### src/rtl/display_update_scheduler_pkg.sv
// Shared display definitions: bus widths, scheduler state encoding and the
// default stale threshold used by the frame-synchronous update scheduler.
package display_update_scheduler_pkg;

   localparam int LOC_W             = 12;
   localparam int ORIENT_W          = 4;
   localparam int STALE_FRAMES_DEF  = 60;
   localparam int FRAME_CNT_W_DEF   = 8;

   typedef enum logic [1:0] {
      ACCEPT     = 2'd0,
      COMMIT     = 2'd1,
      BLANK_WAIT = 2'd2
   } sched_state_e;

   // A fresh orientation wins; otherwise a fresh location invalidates the old one.
   function automatic logic next_orient_ready(input logic orient_full,
                                              input logic loc_full,
                                              input logic cur);
      logic res;
      if (orient_full) begin
         res = 1'b1;
      end else if (loc_full) begin
         res = 1'b0;
      end else begin
         res = cur;
      end
      return res;
   endfunction

endpackage

### src/rtl/display_update_scheduler_if.sv
// Producer handshakes and committed display outputs between the rover-data
// producers, the scheduler and the VGA writer.
interface display_update_scheduler_if;
   import display_update_scheduler_pkg::*;

   logic                loc_valid;
   logic [LOC_W-1:0]    loc_data;
   logic                loc_ready;
   logic                orient_valid;
   logic [ORIENT_W-1:0] orient_data;
   logic                orient_ready;
   logic                move_valid;
   logic [LOC_W-1:0]    move_data;
   logic                move_ready;
   logic [LOC_W-1:0]    disp_location;
   logic [ORIENT_W-1:0] disp_orientation;
   logic [LOC_W-1:0]    disp_move_command;
   logic                new_data;
   logic                orientation_ready;
   logic                stale;

   modport master (
      output loc_valid, loc_data, orient_valid, orient_data, move_valid, move_data,
      input  loc_ready, orient_ready, move_ready,
      input  disp_location, disp_orientation, disp_move_command,
      input  new_data, orientation_ready, stale
   );

   modport slave (
      input  loc_valid, loc_data, orient_valid, orient_data, move_valid, move_data,
      output loc_ready, orient_ready, move_ready,
      output disp_location, disp_orientation, disp_move_command,
      output new_data, orientation_ready, stale
   );
endinterface

### src/rtl/display_update_scheduler_update_slot.sv
// Single-entry valid/ready holding register; once full it back-pressures the
// producer until the scheduler clears it at a frame commit.
module update_slot #(
   parameter int W = 12
) (
   input  logic         clk,
   input  logic         reset,
   input  logic         accept_en,
   input  logic         clear,
   input  logic         valid,
   input  logic [W-1:0] data_in,
   output logic         ready,
   output logic         full,
   output logic [W-1:0] data
);
   logic         full_r;
   logic [W-1:0] data_r;

   assign ready = ~reset & accept_en & ~full_r;
   assign full  = full_r;
   assign data  = data_r;

   // Capture on transfer, drop the entry when the frame commit consumes it.
   always_ff @(posedge clk) begin
      if (reset) begin
         full_r <= 1'b0;
         data_r <= '0;
      end else if (clear) begin
         full_r <= 1'b0;
         data_r <= data_r;
      end else if (valid && ready) begin
         full_r <= 1'b1;
         data_r <= data_in;
      end else begin
         full_r <= full_r;
         data_r <= data_r;
      end
   end
endmodule

### src/rtl/display_update_scheduler.sv
// Buffers one update per rover-data producer and commits all of them together
// on the falling edge of vsync so the VGA writer sees a frame-stable picture.
module display_update_scheduler
   import display_update_scheduler_pkg::*;
#(
   parameter int STALE_FRAMES = STALE_FRAMES_DEF,
   parameter int FRAME_CNT_W  = FRAME_CNT_W_DEF
) (
   input  logic                        vclock,
   input  logic                        reset,
   input  logic                        vsync,
   display_update_scheduler_if.slave   bus
);
   localparam logic [FRAME_CNT_W-1:0] STALE_MAX = FRAME_CNT_W'(STALE_FRAMES);

   sched_state_e           state_r, state_next_s;
   logic                   vsync_q_r;
   logic                   edge_s, commit_s, accept_s;
   logic                   loc_full_s, orient_full_s, move_full_s;
   logic [LOC_W-1:0]       loc_slot_s, move_slot_s;
   logic [ORIENT_W-1:0]    orient_slot_s;
   logic [LOC_W-1:0]       disp_location_r, disp_move_command_r;
   logic [ORIENT_W-1:0]    disp_orientation_r;
   logic                   new_data_r, orientation_ready_r, stale_r;
   logic [FRAME_CNT_W-1:0] frame_cnt_r, frame_cnt_next_s;

   assign edge_s = vsync_q_r & ~vsync;

   update_slot #(.W(LOC_W)) u_loc_slot (
      .clk(vclock), .reset(reset), .accept_en(accept_s), .clear(commit_s),
      .valid(bus.loc_valid), .data_in(bus.loc_data), .ready(bus.loc_ready),
      .full(loc_full_s), .data(loc_slot_s));

   update_slot #(.W(ORIENT_W)) u_orient_slot (
      .clk(vclock), .reset(reset), .accept_en(accept_s), .clear(commit_s),
      .valid(bus.orient_valid), .data_in(bus.orient_data), .ready(bus.orient_ready),
      .full(orient_full_s), .data(orient_slot_s));

   update_slot #(.W(LOC_W)) u_move_slot (
      .clk(vclock), .reset(reset), .accept_en(accept_s), .clear(commit_s),
      .valid(bus.move_valid), .data_in(bus.move_data), .ready(bus.move_ready),
      .full(move_full_s), .data(move_slot_s));

   // State and vsync history registers.
   always_ff @(posedge vclock) begin
      if (reset) begin
         state_r   <= ACCEPT;
         vsync_q_r <= 1'b1;
      end else begin
         state_r   <= state_next_s;
         vsync_q_r <= vsync;
      end
   end

   // Next-state decode and per-state strobes.
   always_comb begin
      state_next_s = state_r;
      commit_s     = 1'b0;
      accept_s     = 1'b1;
      case (state_r)
         ACCEPT: begin
            if (edge_s) state_next_s = COMMIT;
            else        state_next_s = ACCEPT;
         end
         COMMIT: begin
            commit_s     = 1'b1;
            accept_s     = 1'b0;
            state_next_s = BLANK_WAIT;
         end
         BLANK_WAIT: begin
            if (vsync) state_next_s = ACCEPT;
            else       state_next_s = BLANK_WAIT;
         end
         default: begin
            state_next_s = ACCEPT;
         end
      endcase
   end

   // Frames since the last location commit, saturating at the stale threshold.
   always_comb begin
      frame_cnt_next_s = frame_cnt_r;
      if (loc_full_s) begin
         frame_cnt_next_s = '0;
      end else if (frame_cnt_r == STALE_MAX) begin
         frame_cnt_next_s = frame_cnt_r;
      end else begin
         frame_cnt_next_s = frame_cnt_r + FRAME_CNT_W'(1);
      end
   end

   // Commit full slots and refresh the writer qualifiers once per frame.
   always_ff @(posedge vclock) begin
      if (reset) begin
         disp_location_r     <= '0;
         disp_orientation_r  <= '0;
         disp_move_command_r <= '0;
         new_data_r          <= 1'b0;
         orientation_ready_r <= 1'b0;
         stale_r             <= 1'b0;
         frame_cnt_r         <= '0;
      end else if (commit_s) begin
         if (loc_full_s)    disp_location_r     <= loc_slot_s;
         if (orient_full_s) disp_orientation_r  <= orient_slot_s;
         if (move_full_s)   disp_move_command_r <= move_slot_s;
         new_data_r          <= loc_full_s;
         orientation_ready_r <= next_orient_ready(orient_full_s, loc_full_s, orientation_ready_r);
         frame_cnt_r         <= frame_cnt_next_s;
         stale_r             <= (frame_cnt_next_s == STALE_MAX);
      end
   end

   assign bus.disp_location     = disp_location_r;
   assign bus.disp_orientation  = disp_orientation_r;
   assign bus.disp_move_command = disp_move_command_r;
   assign bus.new_data          = new_data_r;
   assign bus.orientation_ready = orientation_ready_r;
   assign bus.stale             = stale_r;
endmodule

### src/flat_wrapper.sv
// flat-port wrapper written by rule: the top's interface ports become plain ports
module display_update_scheduler_flat import display_update_scheduler_pkg::*;
#(
   parameter int STALE_FRAMES = STALE_FRAMES_DEF,
   parameter int FRAME_CNT_W  = FRAME_CNT_W_DEF
)
  (vclock, reset, vsync, bus_loc_valid, bus_loc_data, bus_orient_valid, bus_orient_data, bus_move_valid, bus_move_data, bus_loc_ready, bus_orient_ready, bus_move_ready, bus_disp_location, bus_disp_orientation, bus_disp_move_command, bus_new_data, bus_orientation_ready, bus_stale);
  display_update_scheduler_if bus_i ();
  input  logic vclock;
  input  logic reset;
  input  logic vsync;
  input wire logic [$bits(bus_i.loc_valid)-1:0] bus_loc_valid;
  input wire logic [$bits(bus_i.loc_data)-1:0] bus_loc_data;
  input wire logic [$bits(bus_i.orient_valid)-1:0] bus_orient_valid;
  input wire logic [$bits(bus_i.orient_data)-1:0] bus_orient_data;
  input wire logic [$bits(bus_i.move_valid)-1:0] bus_move_valid;
  input wire logic [$bits(bus_i.move_data)-1:0] bus_move_data;
  output wire logic [$bits(bus_i.loc_ready)-1:0] bus_loc_ready;
  output wire logic [$bits(bus_i.orient_ready)-1:0] bus_orient_ready;
  output wire logic [$bits(bus_i.move_ready)-1:0] bus_move_ready;
  output wire logic [$bits(bus_i.disp_location)-1:0] bus_disp_location;
  output wire logic [$bits(bus_i.disp_orientation)-1:0] bus_disp_orientation;
  output wire logic [$bits(bus_i.disp_move_command)-1:0] bus_disp_move_command;
  output wire logic [$bits(bus_i.new_data)-1:0] bus_new_data;
  output wire logic [$bits(bus_i.orientation_ready)-1:0] bus_orientation_ready;
  output wire logic [$bits(bus_i.stale)-1:0] bus_stale;
  assign bus_i.loc_valid = bus_loc_valid;
  assign bus_i.loc_data = bus_loc_data;
  assign bus_i.orient_valid = bus_orient_valid;
  assign bus_i.orient_data = bus_orient_data;
  assign bus_i.move_valid = bus_move_valid;
  assign bus_i.move_data = bus_move_data;
  assign bus_loc_ready = bus_i.loc_ready;
  assign bus_orient_ready = bus_i.orient_ready;
  assign bus_move_ready = bus_i.move_ready;
  assign bus_disp_location = bus_i.disp_location;
  assign bus_disp_orientation = bus_i.disp_orientation;
  assign bus_disp_move_command = bus_i.disp_move_command;
  assign bus_new_data = bus_i.new_data;
  assign bus_orientation_ready = bus_i.orientation_ready;
  assign bus_stale = bus_i.stale;
  display_update_scheduler #(.STALE_FRAMES(STALE_FRAMES), .FRAME_CNT_W(FRAME_CNT_W)) u_core (.vclock(vclock), .reset(reset), .vsync(vsync), .bus(bus_i));
endmodule
### config.mk
export PLATFORM = sky130hd
export DESIGN_NAME = display_update_scheduler_flat
export DESIGN_NICKNAME = d
export VERILOG_FILES = /design/src/rtl/display_update_scheduler_pkg.sv /design/src/rtl/display_update_scheduler_if.sv /design/src/rtl/display_update_scheduler_update_slot.sv /design/src/rtl/display_update_scheduler.sv /design/src/flat_wrapper.sv
export SDC_FILE = /design/constraint.sdc
export NUM_CORES = 1
export LEC_CHECK = 0
export ABC_AREA = 1
export BUFFER_PORTS_ARGS = -buffer_cell sky130_fd_sc_hd__buf_4
export CAP_MARGIN = 20
export CORE_ASPECT_RATIO = 1.25
export CORE_MARGIN = 2
export CORE_UTILIZATION = 35
export DETAILED_ROUTE_END_ITERATION = 10
export GPL_TIMING_DRIVEN = 0
export PLACE_DENSITY = 0.61
export SYNTH_ARGS = -nofsm -noshare
export SYNTH_HDL_FRONTEND = slang
export SYNTH_SLANG_ARGS = --single-unit
### constraint.sdc
create_clock -name vclock -period 1.7 [get_ports vclock]
set_input_delay 0.34 -clock vclock [delete_from_list [all_inputs] [get_ports vclock]]
set_output_delay 0.34 -clock vclock [all_outputs]
set_load 0.05 [all_outputs]
# Word-level counts from Yosys, hierarchy flattened
# Cells that the tools add are included.
dict set report totals {
  register_bits 73
  inputBits 34
  output_inout_bits 34
  word_cells 53
}
dict set report op_classes {
  n_addsub 1
  eq_ne 4
  mux 9
  n_bitwise 11
  reduce_logical 13
}
# cell count
set op_table {}
lappend op_table {{8-bit by 6-bit == test with 1-bit output (second input constant)} 2}
lappend op_table {{8-bit two-way mux} 2}
lappend op_table {{2-bit AND reduction} 7}
lappend op_table {{8-bit by 1-bit adder with 8-bit output (second input constant)} 1}
lappend op_table {{1-bit NOT} 6}
lappend op_table {{2-bit case mux with 3 select lines} 1}
lappend op_table {{1-bit AND} 5}
lappend op_table {{1-bit two-way mux} 5}
lappend op_table {{1-bit logical AND} 3}
lappend op_table {{2-bit by 1-bit == test with 1-bit output (second input constant)} 1}
lappend op_table {{2-bit == test (second input constant)} 1}
lappend op_table {{2-bit logical NOT} 1}
lappend op_table {{2-bit two-way mux} 1}
lappend op_table {{2-bit nonzero test} 1}
lappend op_table {{2-bit OR reduction} 1}

# Longest topological paths before layout
# Gate-level depths: netlist of the first run.
dict set report logic_depth {
  word_depth 6
  mapped_depth 11
}

# By module
# From an unflattened synthesis of the first run, not the netlist that was laid out.
dict set report hier_totals {
  hier_cells 443
  area_unflattened_um2 3094.2
}
# module n_inst cells_each area_each_um2
set by_module_without_submodules {}
lappend by_module_without_submodules {display_update_scheduler 1 242 1744.2}
lappend by_module_without_submodules {{update_slot (u_core.u_loc_slot ...)} 2 84 560.5}
lappend by_module_without_submodules {{update_slot (u_core.u_orient_slot)} 1 33 229.0}

# Worst setup path after synthesis of the first run
# No wires, ideal clock.
dict set report synth_path {
  path_type {in2reg}
  startpoint {in reset}
  endpoint {reg u_core.u_loc_slot.data_r[10], in the netlist u_core.u_loc_slot.data[10]}
  setup_time_ns 0.119
  t_arrival_ns 1.425
  t_required_ns 1.581
  path_slack_ns 0.156
  cell_stages 8
  path_cell_list {buf_6 nor2_4 inv_2 nor2_4 nand2_2 buf_6 o21ai_0 a21oi_1}
}
dict set report synth_between {
  elab_chain_len 5
}
# element line_no
set synth_rtl {}
lappend synth_rtl {{start, declared} flat_wrapper.sv:10} ;# input logic reset;
lappend synth_rtl {{1-bit NOT} display_update_scheduler_update_slot.sv:19} ;# assign ready = ~reset & accept_en & ~full_r;
lappend synth_rtl {{1-bit AND (2 in series)} display_update_scheduler_update_slot.sv:19}
lappend synth_rtl {{net bus_loc_ready} flat_wrapper.sv:18} ;# output wire logic [$bits(bus_i.loc_ready)-1:0] bus_loc_ready;
lappend synth_rtl {{1-bit logical AND} display_update_scheduler_update_slot.sv:31} ;# end else if (valid && ready) begin
lappend synth_rtl {{2-bit AND reduction (no source line)} -}
lappend synth_rtl {{end signal, assigned} display_update_scheduler_update_slot.sv:30} ;# data_r <= data_r;
lappend synth_rtl {{end signal, assigned} display_update_scheduler_update_slot.sv:33} ;# data_r <= data_in;
lappend synth_rtl {{end signal, assigned} display_update_scheduler_update_slot.sv:36} ;# data_r <= data_r;
lappend synth_rtl {{end, declared} display_update_scheduler_update_slot.sv:17} ;# logic [W-1:0] data_r;
# The timed path passes the listed nets, and every way through them passes these cells.
# A chain may end at the register's enable or synchronous reset.

# Worst setup path after layout of the first run
dict set report layout_path {
  startpoint {reg u_core.state_r[0]}
  endpoint {out bus_orient_ready}
}
dict set report layout_between {
  elab_chain_len 4
}
# element line_no
set layout_rtl {}
lappend layout_rtl {{start, declared} display_update_scheduler.sv:16} ;# sched_state_e state_r, state_next_s;
lappend layout_rtl {{start signal, assigned} display_update_scheduler.sv:50} ;# state_r <= state_next_s;
lappend layout_rtl {{2-bit by 1-bit == test with 1-bit output} display_update_scheduler.sv:60} ;# case (state_r)
lappend layout_rtl {{1-bit two-way mux} display_update_scheduler.sv:60}
lappend layout_rtl {{1-bit AND (2 in series)} display_update_scheduler_update_slot.sv:19}
lappend layout_rtl {{end, declared} flat_wrapper.sv:19} ;# output wire logic [$bits(bus_i.orient_ready)-1:0] bus_orient_ready;
# Every way passes these cells.

==> results.sh, run 1 <==
export IMPL_mappedNetlistArea_sq_um=2948
export IMPL_yosysWarningCount=0
export IMPL_top_level_ports=68
export IMPL_share_of_final_layout_standard_cells_stronger_than_drive_strength_1=0.2835
export IMPL_worstPathBufferInverterCount=4
export IMPL_final_fill_count=826
export IMPL_globalRouteTotalUtil=0.1644
export IMPL_fin_nets=479
export IMPL_wl_met1_microns=3073
export IMPL_core_rowCount=37
export IMPL_total_area_of_multi_input_combinational_cells_sq_um=1216
export IMPL_min_from="vsync"
export IMPL_holdPathStages=2
export IMPL_r2r_setup_slack_ps=190
export IMPL_antenna_diode_count=0
export IMPL_switchingPower_mw=0.9247
export IMPL_setup_repair_after_global_routing_missed_its_margin="true"
export IMPL_switching_share=0.2726
export IMPL_layout_cells_non_filler=545
export IMPL_path_class="reg -> out"
export IMPL_drv_cap=0
export IMPL_finalSetupViolations=1
export IMPL_violations="negative setup slack"
export IMPL_r2r_worst_path_cells=8
export IMPL_ys_seq_elements=73
export IMPL_globalRoute_totalOverflow=0
export IMPL_wl_met2_microns=3581
export IMPL_starting_utilization_of_the_core_area=0.3597
export IMPL_synth_seq_area_share=0.4958
export IMPL_power_per_cell_area_nw_per_um2=889.3
export IMPL_gpl_final_weighted_congestion=0.8071
export IMPL_ys_types=28
export IMPL_synthesis_area_per_instance_sq_um=8.188
export IMPL_grt_first_pass_wirelength_microns=11870
export IMPL_final_max_slew_viol_count=0
export IMPL_syn_instance_count=360
export IMPL_cts_reportedPaths_clkPinSlew_ps=70
export IMPL_dr_first_iter_drc_count=154
export IMPL_synthDominantAreaCellType="dfxtp_1"
export IMPL_yosys_top_cells_area="dfxtp_1 50%, nand2_1 8.9%, a21oi_1 8.0%, nand3_1 6.8%, inv_1 4.6%"
export IMPL_timing_critical_path_from_type="flop"
export IMPL_timing_clock_skew_ps=4.502
export IMPL_synth_top_area_frac=0.4958
export IMPL_critical_path_cell_chain="inv_2, nor2_4, nor2_4, inv_4, buf_12, nor2_8, buf_8"
export IMPL_detail_route_wl_per_cell_microns=13.11
export IMPL_drt_pass1_iter_count=4
export IMPL_place_detailed_hpwl_microns=5094
export IMPL_mostFrequentLayoutCell="buf_4"
export IMPL_power_mw=3.391
export IMPL_layout_area_overhead_pct=29.37
export IMPL_wl_met3_microns=359
export IMPL_power_combinational_fraction=0.119
export IMPL_achievable_frequency_ghz=0.5867
export IMPL_buffer_ports_inserted=66
export IMPL_whs_endpoint="u_core.state_r[0]"
export IMPL_pin_count_of_the_biggest_net_entering_global_routing=14
export IMPL_crit_top_cell="nor2_4"
export IMPL_ir_drop_worst_vdd_v=0.0004897
export IMPL_htree_levels=3
export IMPL_leakage_nw=1.516
export IMPL_dieArea_sq_um=9177
export IMPL_detailroute_via_count=2675
export IMPL_area_sequential_sq_um=1464
export IMPL_crit_required_ps=1360
export IMPL_syn_nets=396
export IMPL_most_frequent_cells_in_the_layout="72 x buf_4, 71 x dfxtp_1, 70 x nand2_1, 47 x a21oi_1, 40 x nand3_1"
export IMPL_tightestPinTransition_ps=529.8
export IMPL_place_detailed_instances=523
export IMPL_numCtsBuffers=9
export IMPL_cts_tree="done"
export IMPL_fin_ws_ps=-4.400
export IMPL_post_drt_via_cell_ratio=4.908
export IMPL_status="complete, but fails checks"
export IMPL_grt_antenna_before_repair=0
export IMPL_cellInternalPower_mw=2.467
export IMPL_finalHoldViolCount=0
export IMPL_wirelength_microns=7145
export IMPL_drc=0
export IMPL_relSlewSlack=0.6468
export IMPL_timing_critical_path_slowest_stage_cell="dfxtp_2"
export IMPL_layout_min_cycle_time_ps=1704
export IMPL_core_sq_um=8194
export IMPL_critical_path_reg2reg_endpoint="u_core.bus.disp_location[3]"
export IMPL_timing_critical_path_to_type="primary output"
export IMPL_first_global_vias=2578
export IMPL_floorplan_die_width_microns=86.09
export IMPL_cts_buffer_depth=2
export IMPL_timing_critical_path_slowest_cell_delay_ps=330
export IMPL_path_max_fanout=3
export IMPL_worstSkewPairLatency_ps=350
export IMPL_post_route_fraction_of_the_period_consumed_by_the_critical_path=1.003
export IMPL_crit_reg2reg_launch="u_core.state_r[0]"
export IMPL_remaining_antenna_violation_count_after_routing=0
export IMPL_cts_sinks=73
export IMPL_clock_power_share=0.350
export IMPL_sequentialPowerShare=0.531
export IMPL_clockRootBuffer="clkbuf_8"
export IMPL_timing_critical_path_max_delay_family="buffers and inverters"
export IMPL_holdCritPathClass="in -> reg"
export IMPL_die_h_microns=106.6
export IMPL_routed_top_layer="met4"
export IMPL_cp_arrival_ps=1360
## logic make-up after synthesis
| family | synth area share |
|---|---|
| AO/OA/AOI/OAI | 0.1694 |
| XOR/XNOR | 0.002972 |
| adder cells (fa/ha/maj) | 0.008488 |
| buffers and inverters | 0.09168 |
| flip-flops | 0.4958 |
| AND/OR/NAND/NOR | 0.2317 |
## metal layers
metal  GRT usage  up-vias
met5           0        -
met4     0.06576        0
met3     0.04003       11
met2      0.2835       71
met1      0.1937     1239
li1            -     1354
## cells in the mapped netlist
master,number
a211oi_1,1
a21oi_1,47
buf_2,4
buf_4,3
buf_6,5
clkbuf_1,6
dfxtp_1,73
ha_1,2
inv_1,36
inv_2,2
inv_4,1
nand2_1,70
nand2_2,3
nand2_4,1
nand3_1,40
nand4_1,2
nor2_1,18
nor2_2,2
nor2_4,4
nor2_8,2
nor4_1,1
o21ai_0,16
o21ai_1,1
o21ai_2,1
o22ai_1,8
o22ai_2,9
or2_2,1
xor2_1,1
## how the worst max path moves through the flow
stage                                  from                          to  slack (ps)  cells after the start
after floorplan                       reset  u_core.u_loc_slot.data[10]         160                      8
after detailed placement              reset              bus_move_ready          80                      6
after CTS                 u_core.state_r[0]            bus_orient_ready         -90                      7
final                     u_core.state_r[0]            bus_orient_ready          -4                      7
after global placement                reset              bus_move_ready          90                      6
after global routing      u_core.state_r[0]            bus_orient_ready         -80                      7
## cell type report
cell class,count,area share
inverters,39,0.03970
flip-flops and latches,73,0.3839
multi-input cells,230,0.3189
well taps,97,0.03182
clock buffers,10,0.03346
clock inverters,6,0.01148
repair buffers,73,0.1486
plain buffers,17,0.03215
## worst reg2reg max path, cell delays in order (launching register included)
cell and delay [ps]:
dfxtp_2 340, inv_2 50, nor2_4 110, buf_4 120, buf_6 130, inv_4 70, o21ai_2 220, buf_4 270
o22ai_1 90
## what timing repair did
item	4_1_cts	5_1_grt
setup endpoints to repair	3	3
hold buffers	0	0
setup buffers	6	1
pin swaps	3	3
resized for setup	10	1
## per-stage QoR
stage               area [sq um]  worst slack [ps]    util  hold WS [ps]  setup TNS (ps)
global placement            3565             90.07  0.4350         414.7               0
finish                      3814            -4.400  0.4654         147.3          -4.400
global route                3814            -79.24  0.4654         143.2          -93.23
floorplan                   2948             155.8       -         409.1               0
CTS                         3814            -91.80  0.4654         132.8          -163.0
detailed placement          3565             83.74  0.4350         429.9               0
## power by group through the flow
stage | Clock [mW] | Sequential (mW) | Combinational [mW]
final | 1.19 | 1.80 | 0.404
after global routing | 1.31 | 1.81 | 0.442
after CTS | 1.23 | 1.80 | 0.407
after detailed placement | 0 | 1.84 | 0.372
after global placement | 0 | 1.84 | 0.368
after floorplan | 0 | 1.85 | 0.227
## state kept, by name (all words and copies together), names as in the netlist, 2 cells and up
register,cells
u_core.bus.disp_location,12
u_core.bus.disp_move_command,12
u_core.u_loc_slot.data,12
u_core.u_move_slot.data,12
u_core.frame_cnt_r,8
u_core.bus.disp_orientation,4
u_core.u_orient_slot.data,4
u_core.state_r,2
No activity file was read; power rests on OpenSTA's default activity.
==> run 2, diff against run 1 <==
Settings changed: ABC_AREA 1 to unset, CORE_MARGIN 2 to 4.
==> run 2 against run 1 <==
Compared with the run above: the run still ends with negative setup slack left; non-clock buffer count grew 5; register-to-register slack lost 190 ps; hold slack gained 57 ps; setup slack gained 2.1 ps; cell count shrank 1.8%; utilization grew 1.8 points; fmax grew 0.12%; critical endpoint is now u_core.bus.stale; largest cell class unchanged.
==> results.sh, run 2 <==
export IMPL_synth_area_mux_share=0.01736
export IMPL_ys_types=40
export IMPL_power_mw=3.497
export IMPL_synthDominantAreaCellType="dfxtp_1"
export IMPL_syn_instance_count=351
export IMPL_remaining_antenna_violation_count_after_routing=0
export IMPL_timing_critical_path_slowest_cell_delay_ps=330
export IMPL_post_route_fraction_of_the_period_consumed_by_the_critical_path=1.001
export IMPL_whs_endpoint="u_core.vsync_q_r"
export IMPL_worstPathBufferInverterCount=2
export IMPL_crit_reg2reg_launch="u_core.frame_cnt_r[0]"
export IMPL_cts_tree="done"
export IMPL_core_rowCount=36
export IMPL_globalRouteTotalUtil=0.1520
export IMPL_synthesis_area_per_instance_sq_um=8.213
export IMPL_min_from="vsync"
export IMPL_worstSkewPairLatency_ps=350
export IMPL_synth_seq_area_share=0.5069
export IMPL_synth_top_area_frac=0.5069
export IMPL_detailroute_via_count=2605
export IMPL_htree_levels=3
export IMPL_numCtsBuffers=9
export IMPL_mappedNetlistArea_sq_um=2883
export IMPL_synth_async_sr_flop_share=0
export IMPL_cts_reportedPaths_clkPinSlew_ps=80
export IMPL_pin_count_of_the_biggest_net_entering_global_routing=14
export IMPL_finalHoldViolCount=0
export IMPL_starting_utilization_of_the_core_area=0.3636
export IMPL_synth_top_flop_cell="dfxtp_1"
export IMPL_buffer_ports_inserted=66
export IMPL_first_global_vias=2459
export IMPL_cp_arrival_ps=1980
export IMPL_status="complete, but fails checks"
export IMPL_mostFrequentLayoutCell="nand2_1"
export IMPL_dr_first_iter_drc_count=145
export IMPL_wirelength_microns=7197
export IMPL_globalRoute_totalOverflow=0
export IMPL_timing_critical_path_max_delay_family="simple AND/OR/NAND/NOR gates"
export IMPL_cts_buffer_depth=2
export IMPL_finalSetupViolations=1
export IMPL_core_sq_um=7928
export IMPL_crit_required_ps=1980
export IMPL_power_per_cell_area_nw_per_um2=911.7
export IMPL_syn_nets=387
export IMPL_layout_area_overhead_pct=33.07
export IMPL_detail_route_wl_per_cell_microns=13.45
export IMPL_grt_first_pass_wirelength_microns=11560
export IMPL_yosysWarningCount=0
export IMPL_post_synthesis_xor_xnor_area_fraction=0.009115
export IMPL_r2r_worst_path_cells=8
export IMPL_antenna_diode_count=0
export IMPL_critical_path_reg2reg_endpoint="u_core.bus.stale"
export IMPL_floorplan_die_width_microns=89.18
export IMPL_place_detailed_hpwl_microns=5136
export IMPL_fin_nets=471
export IMPL_relSlewSlack=0.6182
export IMPL_tightestPinTransition_ps=572.6
export IMPL_yosys_top_cells_area="dfxtp_1 51%, nand2_1 15%, a21oi_1 10%, nor2_1 3.0%, clkbuf_8 1.9%"
export IMPL_holdPathStages=2
export IMPL_synth_compound_area_frac=0.1402
export IMPL_largest_family_of_logic_cells_by_synthesized_area="simple AND/OR/NAND/NOR gates"
export IMPL_holdCritPathClass="in -> reg"
export IMPL_dpl_worst_slack_ps=-136.4
export IMPL_layout_min_cycle_time_ps=1702
export IMPL_path_max_fanout=5
export IMPL_drt_pass1_iter_count=6
export IMPL_grt_antenna_before_repair=0
export IMPL_fin_ws_ps=-2.323
export IMPL_leakage_nw=1.479
export IMPL_achievable_frequency_ghz=0.5874
export IMPL_synth_edff_count=0
export IMPL_ir_drop_worst_vdd_v=0.0004184
export IMPL_critical_path_cell_chain="buf_6, inv_4, ha_4, nor3b_4, and4bb_2, nor3_4, nand4_1, o22ai_1"
export IMPL_path_class="reg -> reg"
export IMPL_final_core_utilization=0.4839
export IMPL_ys_seq_elements=73
export IMPL_post_synth_fa_ha_maj_area_fraction=0.008681
export IMPL_timing_critical_path_slowest_stage_cell="dfxtp_2"
export IMPL_clockRootBuffer="clkbuf_8"
export IMPL_r2r_setup_slack_ps=-2
export IMPL_cts_sinks=73
export IMPL_drc=0
export IMPL_most_frequent_cells_in_the_layout="112 x nand2_1, 74 x buf_4, 69 x dfxtp_1, 59 x a21oi_1, 23 x nor2_1"
export IMPL_timing_critical_path_to_type="flop"
export IMPL_dieArea_sq_um=9762
export IMPL_setup_repair_after_global_routing_missed_its_margin="true"
export IMPL_drv_cap=0
export IMPL_post_synth_top_count_cell="nand2_1"
export IMPL_die_h_microns=109.5
export IMPL_top_level_ports=68
export IMPL_synth_common_cells="112 x nand2_1, 73 x dfxtp_1, 60 x a21oi_1"
export IMPL_yosys_area_share_simple=0.2622
export IMPL_timing_critical_path_from_type="flop"
export IMPL_final_max_slew_viol_count=0
export IMPL_gpl_final_weighted_congestion=0.7831
export IMPL_post_drt_via_cell_ratio=4.869
export IMPL_violations="negative setup slack"
export IMPL_critical_path_cell_count=8
export IMPL_share_of_final_layout_standard_cells_stronger_than_drive_strength_1=0.2886
export IMPL_timing_clock_skew_ps=10.07
[run 2: changes by cell type after synthesis, moves of 6 or more]
cell / previous run / this run
nand2_1: 70 / 112
o21ai_0: 16 / 3
nand3_1: 40 / 7
o22ai_2: 9 / 0
o22ai_1: 8 / 2
a21oi_1: 47 / 60
inv_1: 36 / 4
[run 2: kinds of logic (layout without fill, tap and decap cells)]
kind of cell,after synthesis,count (layout)
buf+inv,26,115
simple gates,168,168
fa+ha+maj,2,2
xor+xnor,3,3
compound gates,74,74
mux,5,5
flops,73,73
[run 2: how the worst max path moves through the flow]
stage	from	to	slack, ps
final	u_core.frame_cnt_r[0]	u_core.bus.stale	-2
after global routing	u_core.frame_cnt_r[0]	u_core.bus.stale	-80
after CTS	u_core.frame_cnt_r[0]	u_core.frame_cnt_r[6]	3
after detailed placement	u_core.frame_cnt_r[0]	u_core.bus.stale	-140
after global placement	u_core.frame_cnt_r[0]	u_core.bus.stale	-90
after floorplan	reset	u_core.u_loc_slot.data[10]	-170
[run 2: stage by stage]
step	instances	TNS, ps	area (sq um)	hold slack (ps)
after floorplan	351	-3585	2893	430.0
after global placement	512	-94.08	3507	435.2
after detailed placement	512	-201.5	3507	443.4
after CTS	527	0	3710	190.3
after global routing	535	-75.77	3836	205.7
final	535	-2.323	3836	204.7
[run 2: cell type report]
cell class / instances / area (sq um)
Tap cell: 95 / 118.9
Clock inverter: 6 / 67.56
Buffer: 20 / 137.6
Sequential cell: 73 / 1466
Multi-Input combinational cell: 252 / 1326
Timing Repair Buffer: 75 / 574.3
Clock buffer: 10 / 127.6
Inverter: 4 / 17.52
Fill cell: 785 / 4091
[run 2: worst register-to-register path: cells and delay by family, from the launching register on]
kind                       cells  cell delay (ps)
and+or+nand+nor                4              880
buffers and inverters          2              170
AOI/OAI and AO/OA              1              140
adders and majority gates      1              110
DFF                            1              330
[run 2: per-layer routing]
metal | GRT usage | wire length [microns] | vias to the layer above
met5 | 0 | 0 | -
met4 | 0.07128 | 125 | 0
met3 | 0.03673 | 581 | 14
met2 | 0.2445 | 3386 | 86
met1 | 0.1894 | 3103 | 1177
li1 | - | - | 1328
[run 2: power breakdown]
| group | total [mW] | leakage (nW) | internal [mW] | switching, mW |
|---|---|---|---|---|
| clock network | 1.35 | 0.0929 | 0.683 | 0.665 |
| logic | 0.361 | 0.793 | 0.163 | 0.199 |
| registers | 1.79 | 0.594 | 1.76 | 0.0331 |
| total | 3.50 | 1.48 | 2.60 | 0.896 |
[run 2: what timing repair did]
| action | CTS | global route |
|---|---|---|
| hold buffers | 0 | 0 |
| resized for setup | 3 | 16 |
| endpoints found under the hold margin | 0 | 0 |
| cloned | 0 | 0 |
| pin swaps | 0 | 7 |
| buffers inserted | 0 | 9 |
| endpoints found under the setup margin | 5 | 18 |
